`config.mk`:
```
export PLATFORM = sky130hd
export DESIGN_NAME = imm_gen_pipe_flat
export DESIGN_NICKNAME = d
export VERILOG_FILES = /design/src/rtl/imm_gen_pipe_if.sv /design/src/rtl/imm_gen_pipe.sv /design/src/flat_wrapper.sv
export SDC_FILE = /design/constraint.sdc
export NUM_CORES = 1
export LEC_CHECK = 0
export BUFFER_PORTS_ARGS = -buffer_cell sky130_fd_sc_hd__buf_2
export CORE_MARGIN = 2
export CORE_UTILIZATION = 40
export CTS_BUF_LIST = sky130_fd_sc_hd__clkbuf_8
export CTS_CLUSTER_SIZE = 28
export DETAILED_ROUTE_END_ITERATION = 12
export PLACE_DENSITY_LB_ADDON = 0.3
export RECOVER_POWER = 100
export SETUP_SLACK_MARGIN = 0.02
export SYNTH_ARGS = -nofsm -noshare
export SYNTH_HDL_FRONTEND = slang
export SYNTH_SLANG_ARGS = --single-unit
```
`constraint.sdc`:
```
create_clock -name clk -period 1.5 [get_ports clk]
set_clock_uncertainty 0.1 [all_clocks]
set_input_delay 0.15 -clock clk [delete_from_list [all_inputs] [get_ports clk]]
set_output_delay 0.15 -clock clk [all_outputs]
set_load 0.01 [all_outputs]
```
`src/rtl/imm_gen_pipe_if.sv`:
```
`default_nettype none
// ============================================================================
//  Module      : imm_gen_pipe_if
//  Description : Handshake bundle for the pipelined immediate generator.
//                Input side:  in_valid/in_ready, in_instr, in_imm_sel, in_tag
//                Output side: out_valid/out_ready, out_imm, out_tag,
//                             out_illegal
//                master = decode-side driver / result consumer,
//                slave  = the immediate generator itself.
//  Revision    : 1.0 - initial release
// ============================================================================
interface imm_gen_pipe_if #(
    parameter int XLEN  = 32,
    parameter int TAG_W = 5
);
    logic             in_valid;
    logic             in_ready;
    logic [31:0]      in_instr;
    logic [2:0]       in_imm_sel;
    logic [TAG_W-1:0] in_tag;
    logic             out_valid;
    logic             out_ready;
    logic [XLEN-1:0]  out_imm;
    logic [TAG_W-1:0] out_tag;
    logic             out_illegal;

    modport master (
        output in_valid, in_instr, in_imm_sel, in_tag, out_ready,
        input  in_ready, out_valid, out_imm, out_tag, out_illegal
    );

    modport slave (
        input  in_valid, in_instr, in_imm_sel, in_tag, out_ready,
        output in_ready, out_valid, out_imm, out_tag, out_illegal
    );
endinterface
`default_nettype wire

```
`src/rtl/imm_gen_pipe.sv`:
```
`default_nettype none
// ============================================================================
//  Module      : imm_gen_pipe
//  Description : Pipelined immediate generator. Extracts and extends the
//                immediate of a 32-bit instruction to XLEN bits, flags bad
//                encodings, and returns the result one cycle later through a
//                2-entry FIFO whose head drives the outputs from flops.
//  Ports       : clk   - system clock, rising edge
//                rst_n - asynchronous active-low reset
//                bus   - imm_gen_pipe_if.slave (input and output handshakes)
//  Parameters  : XLEN (32/64), TAG_W (sideband width),
//                AUTO_SEL (1 = derive select code from the opcode)
//  Revision    : 1.0 - initial release
// ============================================================================
module imm_gen_pipe #(
    parameter int XLEN     = 32,
    parameter int TAG_W    = 5,
    parameter int AUTO_SEL = 0
) (
    input  logic                 clk,
    input  logic                 rst_n,
    imm_gen_pipe_if.slave        bus
);

    localparam logic [2:0] SEL_NONE  = 3'b000;
    localparam logic [2:0] SEL_I     = 3'b001;
    localparam logic [2:0] SEL_S     = 3'b010;
    localparam logic [2:0] SEL_B     = 3'b011;
    localparam logic [2:0] SEL_U     = 3'b100;
    localparam logic [2:0] SEL_J     = 3'b101;
    localparam logic [2:0] SEL_Z     = 3'b110;
    localparam logic [2:0] SEL_SHAMT = 3'b111;

    // FIFO entry layout: {illegal, tag, imm}
    localparam int ENTRY_W = XLEN + TAG_W + 1;

    // ------------------------------------------------------------------
    // Opcode-driven select decode
    // ------------------------------------------------------------------
    logic [6:0] w_opcode;
    logic [2:0] w_funct3;
    logic [2:0] w_auto_sel;
    logic       w_auto_ill;

    assign w_opcode = bus.in_instr[6:0];
    assign w_funct3 = bus.in_instr[14:12];

    always_comb begin
        w_auto_sel = SEL_NONE;
        w_auto_ill = 1'b0;
        case (w_opcode)
            7'b0010011: w_auto_sel = (w_funct3 == 3'b001 || w_funct3 == 3'b101)
                                     ? SEL_SHAMT : SEL_I;
            7'b0000011,
            7'b1100111,
            7'b0011011: w_auto_sel = SEL_I;
            7'b0100011: w_auto_sel = SEL_S;
            7'b1100011: w_auto_sel = SEL_B;
            7'b0110111,
            7'b0010111: w_auto_sel = SEL_U;
            7'b1101111: w_auto_sel = SEL_J;
            // CSR: immediate forms carry a 5-bit uimm in the rs1 field
            7'b1110011: w_auto_sel = w_funct3[2] ? SEL_Z : SEL_I;
            7'b0110011,
            7'b0111011,
            7'b0001111: w_auto_sel = SEL_NONE;
            default: begin
                w_auto_sel = SEL_NONE;
                w_auto_ill = 1'b1;
            end
        endcase
    end

    // ------------------------------------------------------------------
    // Immediate extraction and extension
    // ------------------------------------------------------------------
    logic [2:0]      w_sel;
    logic [XLEN-1:0] w_imm;
    logic            w_ill;

    assign w_sel = (AUTO_SEL != 0) ? w_auto_sel : bus.in_imm_sel;

    always_comb begin
        w_imm = '0;
        // Compressed (non-32-bit) encodings are flagged regardless of select
        w_ill = ((AUTO_SEL != 0) && w_auto_ill) || (bus.in_instr[1:0] != 2'b11);
        case (w_sel)
            SEL_I:     w_imm = XLEN'($signed(bus.in_instr[31:20]));
            SEL_S:     w_imm = XLEN'($signed({bus.in_instr[31:25], bus.in_instr[11:7]}));
            SEL_B:     w_imm = XLEN'($signed({bus.in_instr[31], bus.in_instr[7],
                                              bus.in_instr[30:25], bus.in_instr[11:8],
                                              1'b0}));
            SEL_U:     w_imm = XLEN'($signed({bus.in_instr[31:12], 12'b0}));
            SEL_J:     w_imm = XLEN'($signed({bus.in_instr[31], bus.in_instr[19:12],
                                              bus.in_instr[20], bus.in_instr[30:21],
                                              1'b0}));
            SEL_Z:     w_imm = XLEN'(bus.in_instr[19:15]);
            SEL_SHAMT: begin
                if (XLEN == 64) begin
                    w_imm = XLEN'(bus.in_instr[25:20]);
                end else begin
                    w_imm = XLEN'(bus.in_instr[24:20]);
                    // shamt[5] is reserved on a 32-bit datapath
                    w_ill = w_ill | bus.in_instr[25];
                end
            end
            default:   w_imm = '0;
        endcase
    end

    // ------------------------------------------------------------------
    // 2-entry FIFO: head_q feeds the outputs, skid_q holds the second entry
    // ------------------------------------------------------------------
    logic [ENTRY_W-1:0] head_q,      head_d;
    logic [ENTRY_W-1:0] skid_q,      skid_d;
    logic [1:0]         count_q,     count_d;
    logic               out_valid_q, out_valid_d;
    logic               in_ready_q,  in_ready_d;
    logic               w_push;
    logic               w_pop;
    logic [ENTRY_W-1:0] w_new;

    assign w_push = bus.in_valid && in_ready_q;
    assign w_pop  = out_valid_q && bus.out_ready;
    assign w_new  = {w_ill, bus.in_tag, w_imm};

    always_comb begin
        head_d  = head_q;
        skid_d  = skid_q;
        count_d = count_q;
        case (count_q)
            2'd0: begin
                if (w_push) begin
                    head_d  = w_new;
                    count_d = 2'd1;
                end
            end
            2'd1: begin
                if (w_push && w_pop) begin
                    // Head leaves and the new entry replaces it in place
                    head_d = w_new;
                end else if (w_push) begin
                    skid_d  = w_new;
                    count_d = 2'd2;
                end else if (w_pop) begin
                    count_d = 2'd0;
                end
            end
            default: begin
                // Full: in_ready_q is low, so only a pop can happen
                if (w_pop) begin
                    head_d  = skid_q;
                    count_d = 2'd1;
                end
            end
        endcase
        // Handshake flags are registered functions of the next count, so
        // in_ready never sees out_ready combinationally
        out_valid_d = (count_d != 2'd0);
        in_ready_d  = (count_d != 2'd2);
    end

    always_ff @(posedge clk or negedge rst_n) begin
        if (!rst_n) begin
            head_q      <= '0;
            skid_q      <= '0;
            count_q     <= 2'd0;
            out_valid_q <= 1'b0;
            in_ready_q  <= 1'b1;
        end else begin
            head_q      <= head_d;
            skid_q      <= skid_d;
            count_q     <= count_d;
            out_valid_q <= out_valid_d;
            in_ready_q  <= in_ready_d;
        end
    end

    assign bus.in_ready    = in_ready_q;
    assign bus.out_valid   = out_valid_q;
    assign bus.out_imm     = head_q[XLEN-1:0];
    assign bus.out_tag     = head_q[XLEN +: TAG_W];
    assign bus.out_illegal = head_q[ENTRY_W-1];

endmodule
`default_nettype wire

```
`src/flat_wrapper.sv`:
```
// flat-port wrapper written by rule: the top's interface ports become plain ports
module imm_gen_pipe_flat 
#(
    parameter int XLEN     = 32,
    parameter int TAG_W    = 5,
    parameter int AUTO_SEL = 0
)
  (clk, rst_n, bus_in_valid, bus_in_instr, bus_in_imm_sel, bus_in_tag, bus_out_ready, bus_in_ready, bus_out_valid, bus_out_imm, bus_out_tag, bus_out_illegal);
  imm_gen_pipe_if #(.XLEN(XLEN), .TAG_W(TAG_W)) bus_i ();
  input  logic clk;
  input  logic rst_n;
  input wire logic [$bits(bus_i.in_valid)-1:0] bus_in_valid;
  input wire logic [$bits(bus_i.in_instr)-1:0] bus_in_instr;
  input wire logic [$bits(bus_i.in_imm_sel)-1:0] bus_in_imm_sel;
  input wire logic [$bits(bus_i.in_tag)-1:0] bus_in_tag;
  input wire logic [$bits(bus_i.out_ready)-1:0] bus_out_ready;
  output wire logic [$bits(bus_i.in_ready)-1:0] bus_in_ready;
  output wire logic [$bits(bus_i.out_valid)-1:0] bus_out_valid;
  output wire logic [$bits(bus_i.out_imm)-1:0] bus_out_imm;
  output wire logic [$bits(bus_i.out_tag)-1:0] bus_out_tag;
  output wire logic [$bits(bus_i.out_illegal)-1:0] bus_out_illegal;
  assign bus_i.in_valid = bus_in_valid;
  assign bus_i.in_instr = bus_in_instr;
  assign bus_i.in_imm_sel = bus_in_imm_sel;
  assign bus_i.in_tag = bus_in_tag;
  assign bus_i.out_ready = bus_out_ready;
  assign bus_in_ready = bus_i.in_ready;
  assign bus_out_valid = bus_i.out_valid;
  assign bus_out_imm = bus_i.out_imm;
  assign bus_out_tag = bus_i.out_tag;
  assign bus_out_illegal = bus_i.out_illegal;
  imm_gen_pipe #(.XLEN(XLEN), .TAG_W(TAG_W), .AUTO_SEL(AUTO_SEL)) u_core (.clk(clk), .rst_n(rst_n), .bus(bus_i));
endmodule
```
After elaboration in Yosys (flattened, before gate mapping)
Cells that the tools add are included.
{"block": "op_classes", "add_sub_neg": 0, "n_mul": 0, "div_mod_pow": 0, "magnitude_cmp": 0, "n_eq_ne": 12, "n_shift": 0, "muxes": 12, "n_bitwise": 2, "n_reduce_logical": 8}
{"op": "case mux 32 bit (7 select lines)", "count": 1}
{"op": "two-way mux 38 bit", "count": 3}
{"op": "case mux 38 bit (2 select lines)", "count": 1}
{"op": "== test 3 bit, second input constant", "count": 4}
{"op": "two-way mux 2 bit", "count": 5}
{"op": "== test 3 x 2 -> 1 bit, second input constant", "count": 2}
{"op": "AND reduction 3 bit", "count": 2}
{"op": "inequality test 2 x 1 -> 1 bit, second input constant", "count": 2}
{"op": "inequality test 2 bit, second input constant", "count": 2}
{"op": "case mux 2 bit (2 select lines)", "count": 1}
{"op": "== test 3 x 1 -> 1 bit, second input constant", "count": 1}
{"op": "logical AND 1 bit", "count": 3}
{"op": "nonzero test 3 bit", "count": 1}
{"op": "== test 2 x 1 -> 1 bit, second input constant", "count": 1}
{"op": "zero test 2 bit", "count": 1}
{"op": "nonzero test 2 bit", "count": 1}
{"op": "two-way mux 1 bit", "count": 1}
{"op": "NOT 1 bit", "count": 1}
{"op": "OR 1 bit", "count": 1}
{"block": "word_totals", "ff_bits": 80, "latchBits": 0, "mem_bits_rw": 0, "rom_bits": 0, "input_bits": 44, "word_cells": 39, "memories": 0}

Longest topological paths before layout
Gate-level depths: netlist (run 1).
{"block": "logic_depth", "ltp_word": 6, "mapped_depth": 8, "ltp_nobuf": 4}

Worst setup path after synthesis (run 1)
No wires, ideal clock.
{"block": "synth_path", "path_kind": "flip-flop to flip-flop", "startpoint": "register u_core.in_ready_q, in the netlist u_core.bus.in_ready", "endpoint": "register u_core.skid_q[31]", "setup_ns": 0.131, "t_arrival_ns": 1.390, "required_time_ns": 1.269, "path_slack_ns": -0.121, "stages_incl_launch_ff": 8, "synth_period_minus_slack_ns": 1.621, "cell_sequence": "dfstp_2 > nand4b_1 > nand2b_1 > clkbuf_1 > buf_2 > buf_2 > nand2_1 > o21ai_0"}
{"block": "synth_via", "elab_chain_cells": 4}
{"item": "from (decl)", "line": "imm_gen_pipe.sv:118", "text": "logic in_ready_q, in_ready_d;"}
{"item": "from (signal assigned)", "line": "imm_gen_pipe.sv:175", "text": "in_ready_q <= in_ready_d;"}
{"item": "logical AND 1 bit (*)", "line": "imm_gen_pipe.sv:123", "text": "assign w_push = bus.in_valid && in_ready_q;"}
{"item": "logical AND 1 bit", "line": "imm_gen_pipe.sv:139", "text": "if (w_push && w_pop) begin"}
{"item": "NOT 1 bit (no line)"}
{"item": "AND reduction 3 bit (no line) (*)"}
{"item": "to (signal assigned)", "line": "imm_gen_pipe.sv:172", "text": "skid_q <= skid_d;"}
{"item": "to (decl)", "line": "imm_gen_pipe.sv:115", "text": "logic [ENTRY_W-1:0] skid_q, skid_d;"}
Mark *: on every way between the ends. The rest lies on a longest branch, timed or not.
A chain may end at the register's enable or synchronous reset.

Worst setup path in the final report (run 1)
{"block": "layout_path", "startpoint": "register u_core.count_q[1]", "endpoint": "register u_core.head_q[9]"}
{"block": "layout_via", "elab_chain_cells": 3, "word_cells_on_any_way": 7}
{"item": "from (decl)", "line": "imm_gen_pipe.sv:116", "text": "logic [1:0] count_q, count_d;"}
{"item": "from (signal assigned)", "line": "imm_gen_pipe.sv:173", "text": "count_q <= count_d;"}
{"item": "== test 2 x 1 -> 1 bit / zero test 2 bit (equally long branches)", "line": "imm_gen_pipe.sv:131", "text": "case (count_q)"}
{"item": "inequality test 2 x 1 -> 1 bit (no line) / nonzero test 3 bit (equally long branches)"}
{"item": "AND reduction 3 bit (no line)"}
{"item": "to (signal assigned)", "line": "imm_gen_pipe.sv:165", "text": "head_q <= '0;"}
{"item": "to (signal assigned)", "line": "imm_gen_pipe.sv:171", "text": "head_q <= head_d;"}
{"item": "to (decl)", "line": "imm_gen_pipe.sv:114", "text": "logic [ENTRY_W-1:0] head_q, head_d;"}
Several ways; a longest one is shown, not always the timed one.

==> results.md, run 1 <==
* Status: finished with violations
* Failing checks: setup timing
* Cell-by-cell trace of the critical path: or2_4 > a21oi_4 > buf_12 > clkbuf_16 > o211ai_1 > o21a_1
* Pin count of the biggest net entering global routing at between 40 and 50
* First-pass GRT wire length at around 16000 um
* Post-DP HPWL at ~6600 um
* Largest family of logic cells by synthesized area: compound AO/OA/AOI/OAI gates
* Area of the die at around 10000 um^2
* Routability cong. at ~0.88
* Clock Sinks at 80
* Worst-path clk slew at roughly 0.090 ns
* Post-synth EDFFs at 0
* Comb power frac at 0.453
* Vias/cell at 5.49
* Worst Setup Path Type: register to register
* Clk Latency, worst-skew pair at between 0.3 and 0.4 ns
* Hold crit path type: primary input to register
* CTS root buf: clkbuf_8
* CTS tree: yes
* Worst Setup Start Kind: register
* Max-cap violations at 0
* Switch Pwr at about 0.0038 W
* DIE WIDTH at roughly 100 um
* DR iter-0 viols at approximately 200
* Routed wire per std cell at ~17 um
* Post-synthesis simple-gate area fraction at 0.141
* IO Port Bufs at 78
* Period utilisation layout at 1.05
* Fraction of power spent switching nets at 0.390
* First-pass DRT Iterations at 4
* Tightest Pin Transition at 0.630 ns
* FMAX at 636 MHz
* Power Density at 2000 nW/um^2
* Fin area at around 4900 um^2
* RSZ-0062 raised after global routing: yes
* M1 GR Usage at 0.273
* H-Tree Depth at 3
* Crit-path slowest cell: dfrtp_2
* Critical path's top delay family: flip-flops
* Cell taking the most area after synthesis: dfrtp_1
* Number of synthesized register bits at 80
* Area contributors post-synth: dfrtp_1 (54%), nand2_1 (7.8%), o21ai_0 (7.5%)
* Core ar. at between 9000 and 10000 um^2
* Critical path data required time at 1.65 ns
* Register area share after synthesis at 0.542
* Clk buf depth at 2
* VDD IR max at 685 uV
* Internal at between 0.005 and 0.006 W
* Placed inst area at between 4000 and 5000 um^2
* Hold path start: bus_in_instr[29]
* Post-synthesis mux area share at 0.0376
* Pleak at ~2.1 nW
* Busiest metal layer after global routing: met2
* Total of warnings raised by yosys at 0
* Crit path launch: u_core.count_q[1]$_DFF_PN0_
* Final slew viol count at 0
* Worst path bufs/invs at 2
* Hold violation count in the final report at 0
* GR Util met2 at 0.316
* Crit path time final at around 1.6 ns
* Compound-Gate Fraction of Synth Area at 0.228
* CTS buffer count at 9
* Share of layout cells above drive strength 1 at 0.267
* Post-route core utilization at 0.535
* Yosys cell types at 37
* DRC violations left at 0
* Routed wire length at roughly 10000 um
* Worst R2R Start: u_core.count_q[1]$_DFF_PN0_
* Vias in the first global route at roughly 3100
* Fraction of registers with async set/reset at 1.00
* GR Util met3 at 0.0341
* Syn avg cell area at 9.67 um^2
* Final net count at 526
* FP Rows at 35
* Via count at roughly 3300
* Max stage delay on crit path at between 0.4 and 0.5 ns
* Io pins at 84
* Post-DRT Antenna Nets at 0
* Syn_nets at approximately 430
* Initial antenna violation count at 0
* Final Setup Violations at 55
* Antenna Cells at 0
* Worst setup EP type: register
* Yosys top cell area share at 0.535
* Syn Std Cell Area at 3690 um^2
* Die height at 100 um
* Critical Path Fanout Max at 7
* Sequential Power Share at 0.384
* Total Routing Usage GR at 0.197
* Layout area overhead at 32.0%
* Rel. slew slack at 0.580
* Min setup slack post-route at -0.0712 ns
* Worst Path Arrival at ~1.7 ns
* Post-synthesis adder-cell area fraction at 0
* Initial core utilization at 0.405
* XOR/XNOR share of the synthesized area at 0
* Clock power frac at 0.163
* Syn Inst Count at 382
* Ys flop type: dfrtp_1
* Gr ovfl total at 0
[cells in the mapped netlist, types with 2 or more instances]
master    count
a211oi_1      7
a211oi_2      2
a21o_1        3
a21oi_1      15
a31oi_1      13
a32o_1        4
and2b_1       2
buf_2        10
buf_6         3
clkbuf_1     19
dfrtp_1      79
inv_1         2
mux2_2        7
mux2i_1       6
nand2_1      77
nand3_1      22
nand4b_1      2
nor2_1        2
nor2b_1       4
o211ai_1     24
o21a_1        7
o21ai_0      55
o21ai_1       2
or2_1         2
[power groups by stage]
stage	registers [W]	clock network, W	logic, W
finish	0.00375	0.00159	0.00442
global route	0.00387	0.00172	0.00486
CTS	0.00366	0.00163	0.00394
detailed placement	0.00370	0	0.00378
global placement	0.00365	0	0.00369
floorplan	0.00383	0	0.00232
[sequential cells by signal, summed over array words and instances (netlist names)]
| register | count |
|---|---|
| u_core.bus.in_ready | 1 |
| u_core.bus.out_valid | 1 |
| u_core.count_q | 2 |
| u_core.head_q | 38 |
| u_core.skid_q | 38 |
[worst register-to-register path, stage by stage (launching register included)]
cell	delay (ns)
dfrtp_2	0.45
or2_4	0.26
a21oi_4	0.16
buf_12	0.15
clkbuf_16	0.16
o211ai_1	0.09
o21a_1	0.11
[cells by family (layout without fill, tap and decap cells)]
family	Yosys count	after routing
buf+inv	37	141
simple gates	117	118
mux	13	13
compound gates	135	135
flops	80	80
[layout by cell type (no fill, tap or decap), types with 3 or more instances in the layout]
master and n:
mux2_2 7, o21ai_1 44, buf_4 16, buf_6 7, o21ai_0 9, o211ai_1 24
clkbuf_1 40, dfrtp_1 78, mux2i_1 6, buf_12 7, a31oi_1 12, nand2_2 14
clkbuf_16 4, o21ai_2 4, buf_2 38, a21oi_1 13, a21o_1 3, o21a_1 7
a211oi_1 7, nor2b_1 3, nand3_1 20, inv_1 4, dlygate4sd3_1 8, clkbuf_8 10
a32o_1 4, nand2_1 61
[path summary, 6_finish.rpt]
check | endpoint | slack [ns] | depth (start not counted)
worst max-delay path | u_core.head_q[9]$_DFFE_PN0P_ | -0.07 | 6
worst min-delay path | u_core.skid_q[9]$_DFFE_PN0P_ | 0.007 | 3
worst max register to register | u_core.head_q[9]$_DFFE_PN0P_ | -0.07 | 6
worst min register to register | u_core.skid_q[6]$_DFFE_PN0P_ | 0.39 | 2
max in group asynchronous | u_core.head_q[8]$_DFFE_PN0P_ | 0.23 | 3
min in group asynchronous | u_core.head_q[37]$_DFFE_PN0P_ | 0.10 | 2
[through the flow]
stage	std cells	setup TNS, ns	worst slack (ns)	total power (W)	hold WS, ns
final	598	-1.36	-0.0712	0.00977	0.00714
after global routing	598	-5.25	-0.108	0.0104	0.00109
after CTS	590	-1.89	-0.0693	0.00923	0.000697
after detailed placement	564	-6.83	-0.140	0.00747	-0.126
after global placement	564	-4.38	-0.108	0.00734	-0.126
after floorplan	382	-0.725	-0.0474	0.00615	-0.246
[layout make-up]
type | instances | area, um^2
multi-input combinational | 266 | 1640
sequential | 80 | 2000
inverter | 2 | 7.51
tap | 111 | 139
fill | 857 | 4230
clock inverter | 6 | 61.3
clock buffer | 10 | 138
timing repair buffer | 123 | 890
[routing by layer]
layer,wire (um),vias to the layer above,part of all wire
met2,4950,94,0.48
met4,153,0,0.015
met5,0,-,0
met3,495,12,0.048
met1,4750,1606,0.46
li1,-,1573,-
[timing repair]
item                                   4_1_cts  5_1_grt
resized for setup                           19       43
gates cloned                                 1        6
setup endpoints to repair                   71       75
buffers inserted                             1        2
pin swaps                                    2        8
endpoints found under the hold margin       92        0
hold buffers                                 8        0
Power figures use the tool's default switching activity.
==> inputs of run 2 (changes only) <==
- ABC_AREA: not set -> 1
==> run 2 against run 1 <==
Largest cell class unchanged; the run still ends with setup timing left; register-to-register slack improved by 0.06 ns; synthesized cell count grew 26%; setup slack better by 0.064 ns; maximum frequency rose by 4.3%; largest power group unchanged; non-clock buffer count rose by 9; sequential power grew 6.9%; sequential cell count unchanged; first-iteration DRC count grew 37%; area after synthesis rose by 3.4%; hold slack improved by 0.0093 ns.
==> results.md, run 2 <==
* Status: finished with violations
* Failing checks: setup timing
* Worst Path Arrival at approximately 1.6 ns
* Register area share after synthesis at 0.524
* Fin area at approximately 5500 um^2
* First-pass GRT wire length at ~16000 um
* Routed wire length at between 10000 and 15000 um
* Commonest non-fill, non-tap cell in the layout: nand2_1
* Period utilisation layout at 1.00
* Total of warnings raised by yosys at 0
* Vias/cell at between 5 and 6
* Post-synthesis mux area share at 0
* Layout area overhead at 42.9%
* Post-synth EDFFs at 0
* Clk Latency, worst-skew pair at approximately 0.35 ns
* Top flop regs: u_core.head_q x38, u_core.skid_q x38, u_core.count_q x2
* Max-cap violations at 0
* Final slew viol count at 0
* Worst Setup Path Type: register to register
* Placed inst area at between 4000 and 5000 um^2
* DIE WIDTH at slightly above 100 um
* FP Rows at 35
* Critical path data required time at 1.63 ns
* Tightest Pin Transition at around 0.5 ns
* Cell taking the most area after synthesis: dfrtp_1
* Fill cells at roughly 790
* Number of synthesized register bits at 80
* Pin count of the biggest net entering global routing at 37
* VDD IR max at 968 uV
* Hold violation count in the final report at 0
* Yosys top cell area share at 0.518
* Compound-Gate Fraction of Synth Area at 0.136
* Routability cong. at between 0.8 and 0.9
* Pleak at ~2.6 nW
* Share of layout cells above drive strength 1 at 0.335
* Top cells by count, synth: nand2_1 (149), dfrtp_1 (79), nor2_1 (60), a21oi_1 (56), nand3_1 (25)
* Die height at 102 um
* Rel. slew slack at 0.665
* Area of the die at 10300 um^2
* Post-DP HPWL at around 6800 um
* IO Port Bufs at 78
* Clk buf depth at 2
* Worst-path clk slew at 0.08 ns
* CTS buffer count at 9
* Yosys cell types at 20
* Hold crit path type: primary input to register
* Initial antenna violation count at 0
* Critical Path Fanout Max at 10
* Most common cell in the netlist: nand2_1
* Worst setup EP type: register
* RSZ-0062 raised after global routing: yes
* Pre-CTS setup slack at about 0.017 ns
* First-pass DRT Iterations at 5
* Syn_nets at roughly 530
* Clock Sinks at 80
* TNS Setup at -0.00994 ns
* Syn Inst Count at 481
* Power Density at about 2100 nW/um^2
* Min setup slack post-route at -0.00689 ns
* Final net count at approximately 640
* Fraction of registers with async set/reset at 1.00
* Vias in the first global route at 3301
* Worst Setup Start Kind: register
* H-Tree Depth at 3
* Most frequent cells in the layout: nand2_1 (141), dfrtp_1 (78), buf_2 (77)
* CTS tree: yes
* DRC violations left at 0
* Via count at approximately 3700
* Post-DRT Antenna Nets at 0
* Routed wire per std cell at 15.8 um
* DR iter-0 viols at around 280
* Gr ovfl total at 0
* Syn avg cell area at 7.94 um^2
* Largest family of logic cells by synthesized area: simple AND/OR/NAND/NOR gates
* CTS root buf: clkbuf_8
* XOR/XNOR share of the synthesized area at 0
* Final Setup Violations at 3
* Area contributors post-synth: dfrtp_1 (52%), nand2_1 (15%), a21oi_1 (7.3%)
* Post-synthesis simple-gate area fraction at 0.267
* Total Routing Usage GR at 0.205
* Core ar. at between 9000 and 10000 um^2
* FMAX at between 600 and 700 MHz
* Crit path time final at roughly 1.5 ns
* Io pins at between 80 and 90
* Storage cell area at between 2000 and 2500 um^2
* Ys flop type: dfrtp_1
* Syn Std Cell Area at between 3000 and 4000 um^2
* Multi-input logic area at 1860 um^2
* Antenna Cells at 0
* Post-synthesis adder-cell area fraction at 0
* Initial core utilization at 0.413
## run 2: path summary, 6_finish.rpt
check	cells after the start	slack, ns	from	end
setup / recovery	8	-0.007	u_core.count_q[1]$_DFF_PN0_	u_core.head_q[20]$_DFFE_PN0P_
hold / removal	3	0.02	bus_in_instr[12]	u_core.skid_q[12]$_DFFE_PN0P_
setup reg to reg	8	-0.007	u_core.count_q[1]$_DFF_PN0_	u_core.head_q[20]$_DFFE_PN0P_
hold reg to reg	2	0.38	u_core.skid_q[5]$_DFFE_PN0P_	u_core.skid_q[5]$_DFFE_PN0P_
max in group asynchronous	3	0.51	rst_n	u_core.head_q[26]$_DFFE_PN0P_
min in group asynchronous	2	0.21	rst_n	u_core.head_q[7]$_DFFE_PN0P_
## run 2: logic make-up after synthesis
family          count (synthesis)
flops                          80
compound gates                 96
simple gates                  251
buf+inv                        54
## run 2: cell type report
type / instances / area share
sequential: 80 / 0.367
multi-input combinational: 347 / 0.341
timing repair buffer: 132 / 0.206
tap: 129 / 0.0296
clock buffer: 11 / 0.0277
inverter: 22 / 0.0183
clock inverter: 5 / 0.0103
## run 2: through the flow
step / total power (W) / utilization / hold WS [ns] / instances
4_1_cts: 0.00972 / 0.522 / 0.00119 / 714
2_1_floorplan: 0.00656 / - / -0.246 / 481
3_5_place_dp: 0.00801 / 0.479 / 0.0554 / 679
6_report: 0.0115 / 0.591 / 0.0164 / 726
5_1_grt: 0.0123 / 0.591 / 0.0179 / 726
3_3_place_gp: 0.00789 / 0.479 / 0.0466 / 679
## run 2: power breakdown
part,switching [W],internal [W]
Sequential,0.000742,0.00327
Clock,0.000787,0.000854
Combinational,0.00318,0.00266
## run 2: critical path: stages, from the launching register on
cell      delay [ns]
dfrtp_2         0.47
inv_4           0.10
buf_6           0.11
nand2_4         0.06
nand2_8         0.14
clkinv_8        0.10
buf_12          0.15
nor2_2          0.10
a21oi_1         0.06
## run 2: per-layer routing
layer,track usage,up-vias,part of all wire
met1,0.289,1796,0.44
met5,0,-,0
met3,0.0304,17,0.052
li1,-,1800,-
met4,0.0728,0,0.016
met2,0.322,115,0.49
## run 2: repair_timing
action,CTS,global route
gates resized for setup,1,107
gates cloned,0,8
hold buffers,19,0
pin swaps,0,6
endpoints found under the hold margin,50,0
setup buffers,0,4
setup endpoints to repair,4,67
==> inputs of run 3 (changes only) <==
- CORE_UTILIZATION: 40 -> 51
==> run 3 against run 2 <==
The run still ends with setup timing left; critical path type unchanged; maximum frequency fell by 2.4%; critical endpoint is now u_core.head_q[31]$_DFFE_PN0P_; first-iteration DRC count rose by 21%; cell count is 5.4% lower.
==> results.md, run 3 (synthesis gave the netlist of run 2 again) <==
* Area of the die at ~8200 um^2
* Worst Setup Start Kind: register
* Min setup slack post-route at -0.0432 ns
* Hold path start: bus_in_instr[14]
* Most frequent cells in the layout: nand2_1 (136), dfrtp_1 (79), buf_2 (77)
* Final Total Pwr at ~0.011 W
* Failing checks: setup timing
* Pre-CTS setup slack at ~0.037 ns
* Pin count of the biggest net entering global routing at 37
* Vias in the first global route at 3420
* Initial core utilization at 0.527
* Tightest Pin Transition at ~0.65 ns
* DIE WIDTH at ~91 um
* Io pins at 84
* CTS root buf: clkbuf_8
* Critical path data required time at around 1.6 ns
* Antenna Cells at 0
* Worst path bufs/invs at 4
* Post-DRT Antenna Nets at 0
* Critical path's top delay family: buffers and inverters
* Cell-by-cell trace of the critical path: inv_2 > buf_4 > nand2_2 > nand2_4 > inv_4 > buf_12 > nor2_1 > a21oi_1
* Gr ovfl total at 0
* FP Rows at 31
* Total Routing Usage GR at 0.252
* Clock Sinks at 80
* Max stage delay on crit path at about 0.43 ns
* Worst-path clk slew at around 0.080 ns
* CTS tree: yes
* Final Setup Violations at 1
* Final hold slack at between 0.008 and 0.009 ns
* FMAX at between 600 and 700 MHz
* Final slew viol count at 0
* Worst Setup Path Type: register to register
* Period utilisation layout at 1.03
* Clk Latency, worst-skew pair at 0.34 ns
* Worst R2R Start: u_core.count_q[1]$_DFF_PN0_
* Via count at 3772
* DRC violations left at 0
* First-pass DRT Iterations at 5
* Status: finished with violations
* Routed wire per std cell at between 15 and 20 um
* Vias/cell at 5.49
* IO Port Bufs at 78
* Worst Path Arrival at ~1.7 ns
* Commonest non-fill, non-tap cell in the layout: nand2_1
* VDD IR max at 946 uV
* Top flop regs: u_core.head_q x38, u_core.skid_q x38, u_core.count_q x2
* Max-cap violations at 0
* H-Tree Depth at 3
* Crit-path slowest cell: dfrtp_1
* Final net count at about 630
* Die height at 90.5 um
* Crit path time final at between 1.5 and 2 ns
* Pleak at 2.56 nW
* Hold crit path type: primary input to register
* DR iter-0 viols at 333
* First-pass GRT wire length at between 15000 and 20000 um
* Power Density at ~2100 nW/um^2
* Initial antenna violation count at 0
* Layout area overhead at 34.1%
* RSZ-0062 raised after global routing: yes
* Core ar. at approximately 7300 um^2
* Rel. slew slack at 0.568
* Routability cong. at between 0.9 and 1
* Worst setup EP type: register
* Crit path launch: u_core.count_q[1]$_DFF_PN0_
* Clk buf depth at 2
* Routed wire length at roughly 11000 um
* CTS buffer count at 9
* Critical Path Fanout Max at 16
* Share of layout cells above drive strength 1 at 0.296
* Post-DP HPWL at 6630 um
* Hold violation count in the final report at 0
-- run 3: final timing paths --
path / end / slack, ns / cells past startpoint
min: u_core.skid_q[14]$_DFFE_PN0P_ / 0.009 / 3
max in group asynchronous: u_core.head_q[37]$_DFFE_PN0P_ / 0.30 / 3
max: u_core.head_q[31]$_DFFE_PN0P_ / -0.04 / 8
min in group asynchronous: u_core.skid_q[29]$_DFFE_PN0P_ / 0.27 / 2
max reg2reg: u_core.head_q[31]$_DFFE_PN0P_ / -0.04 / 8
min reg2reg: u_core.head_q[1]$_DFFE_PN0P_ / 0.38 / 2
-- run 3: cell type report --
class | count | area [um^2]
sequential | 80 | 2000
tap | 99 | 124
timing repair buffer | 123 | 995
fill | 555 | 2130
clock inverter | 6 | 77.6
inverter | 22 | 92.6
clock buffer | 10 | 138
multi-input combinational | 347 | 1690
-- run 3: timing repair --
action / 4_1_cts / 5_1_grt
resized for setup: 0 / 69
buffers inserted: 0 / 5
endpoints found under the hold margin: 91 / 0
setup endpoints to repair: 0 / 68
hold buffers: 12 / 0
-- run 3: worst register-to-register path, delay by kind of cell (launching register included) --
kind,cells,cell delay (ns)
compound gates,1,0.07
flops,1,0.43
simple gates,3,0.34
buf+inv,4,0.48
-- run 3: per-stage QoR --
stage	setup TNS [ns]	cells	util	area, um^2
4_1_cts	0	675	0.651	4720
3_5_place_dp	0	647	0.604	4380
6_report	-0.0432	687	0.706	5120
2_1_floorplan	0	481	-	3820
3_3_place_gp	0	647	0.604	4380
5_1_grt	-1.15	687	0.706	5120
-- run 3: per-layer routing --
layer | vias up | track usage | share of wire
li1 | 1782 | - | -
met1 | 1762 | 0.355 | 0.43
met2 | 199 | 0.394 | 0.48
met3 | 29 | 0.0434 | 0.069
met4 | 0 | 0.0910 | 0.025
met5 | - | 0 | 0
-- run 3: power by group --
group	switching [W]	total, W	leakage [nW]	internal (W)
clock	0.000765	0.00173	0.119	0.000966
sequential	0.000670	0.00393	0.953	0.00326
combinational	0.00286	0.00508	1.49	0.00222
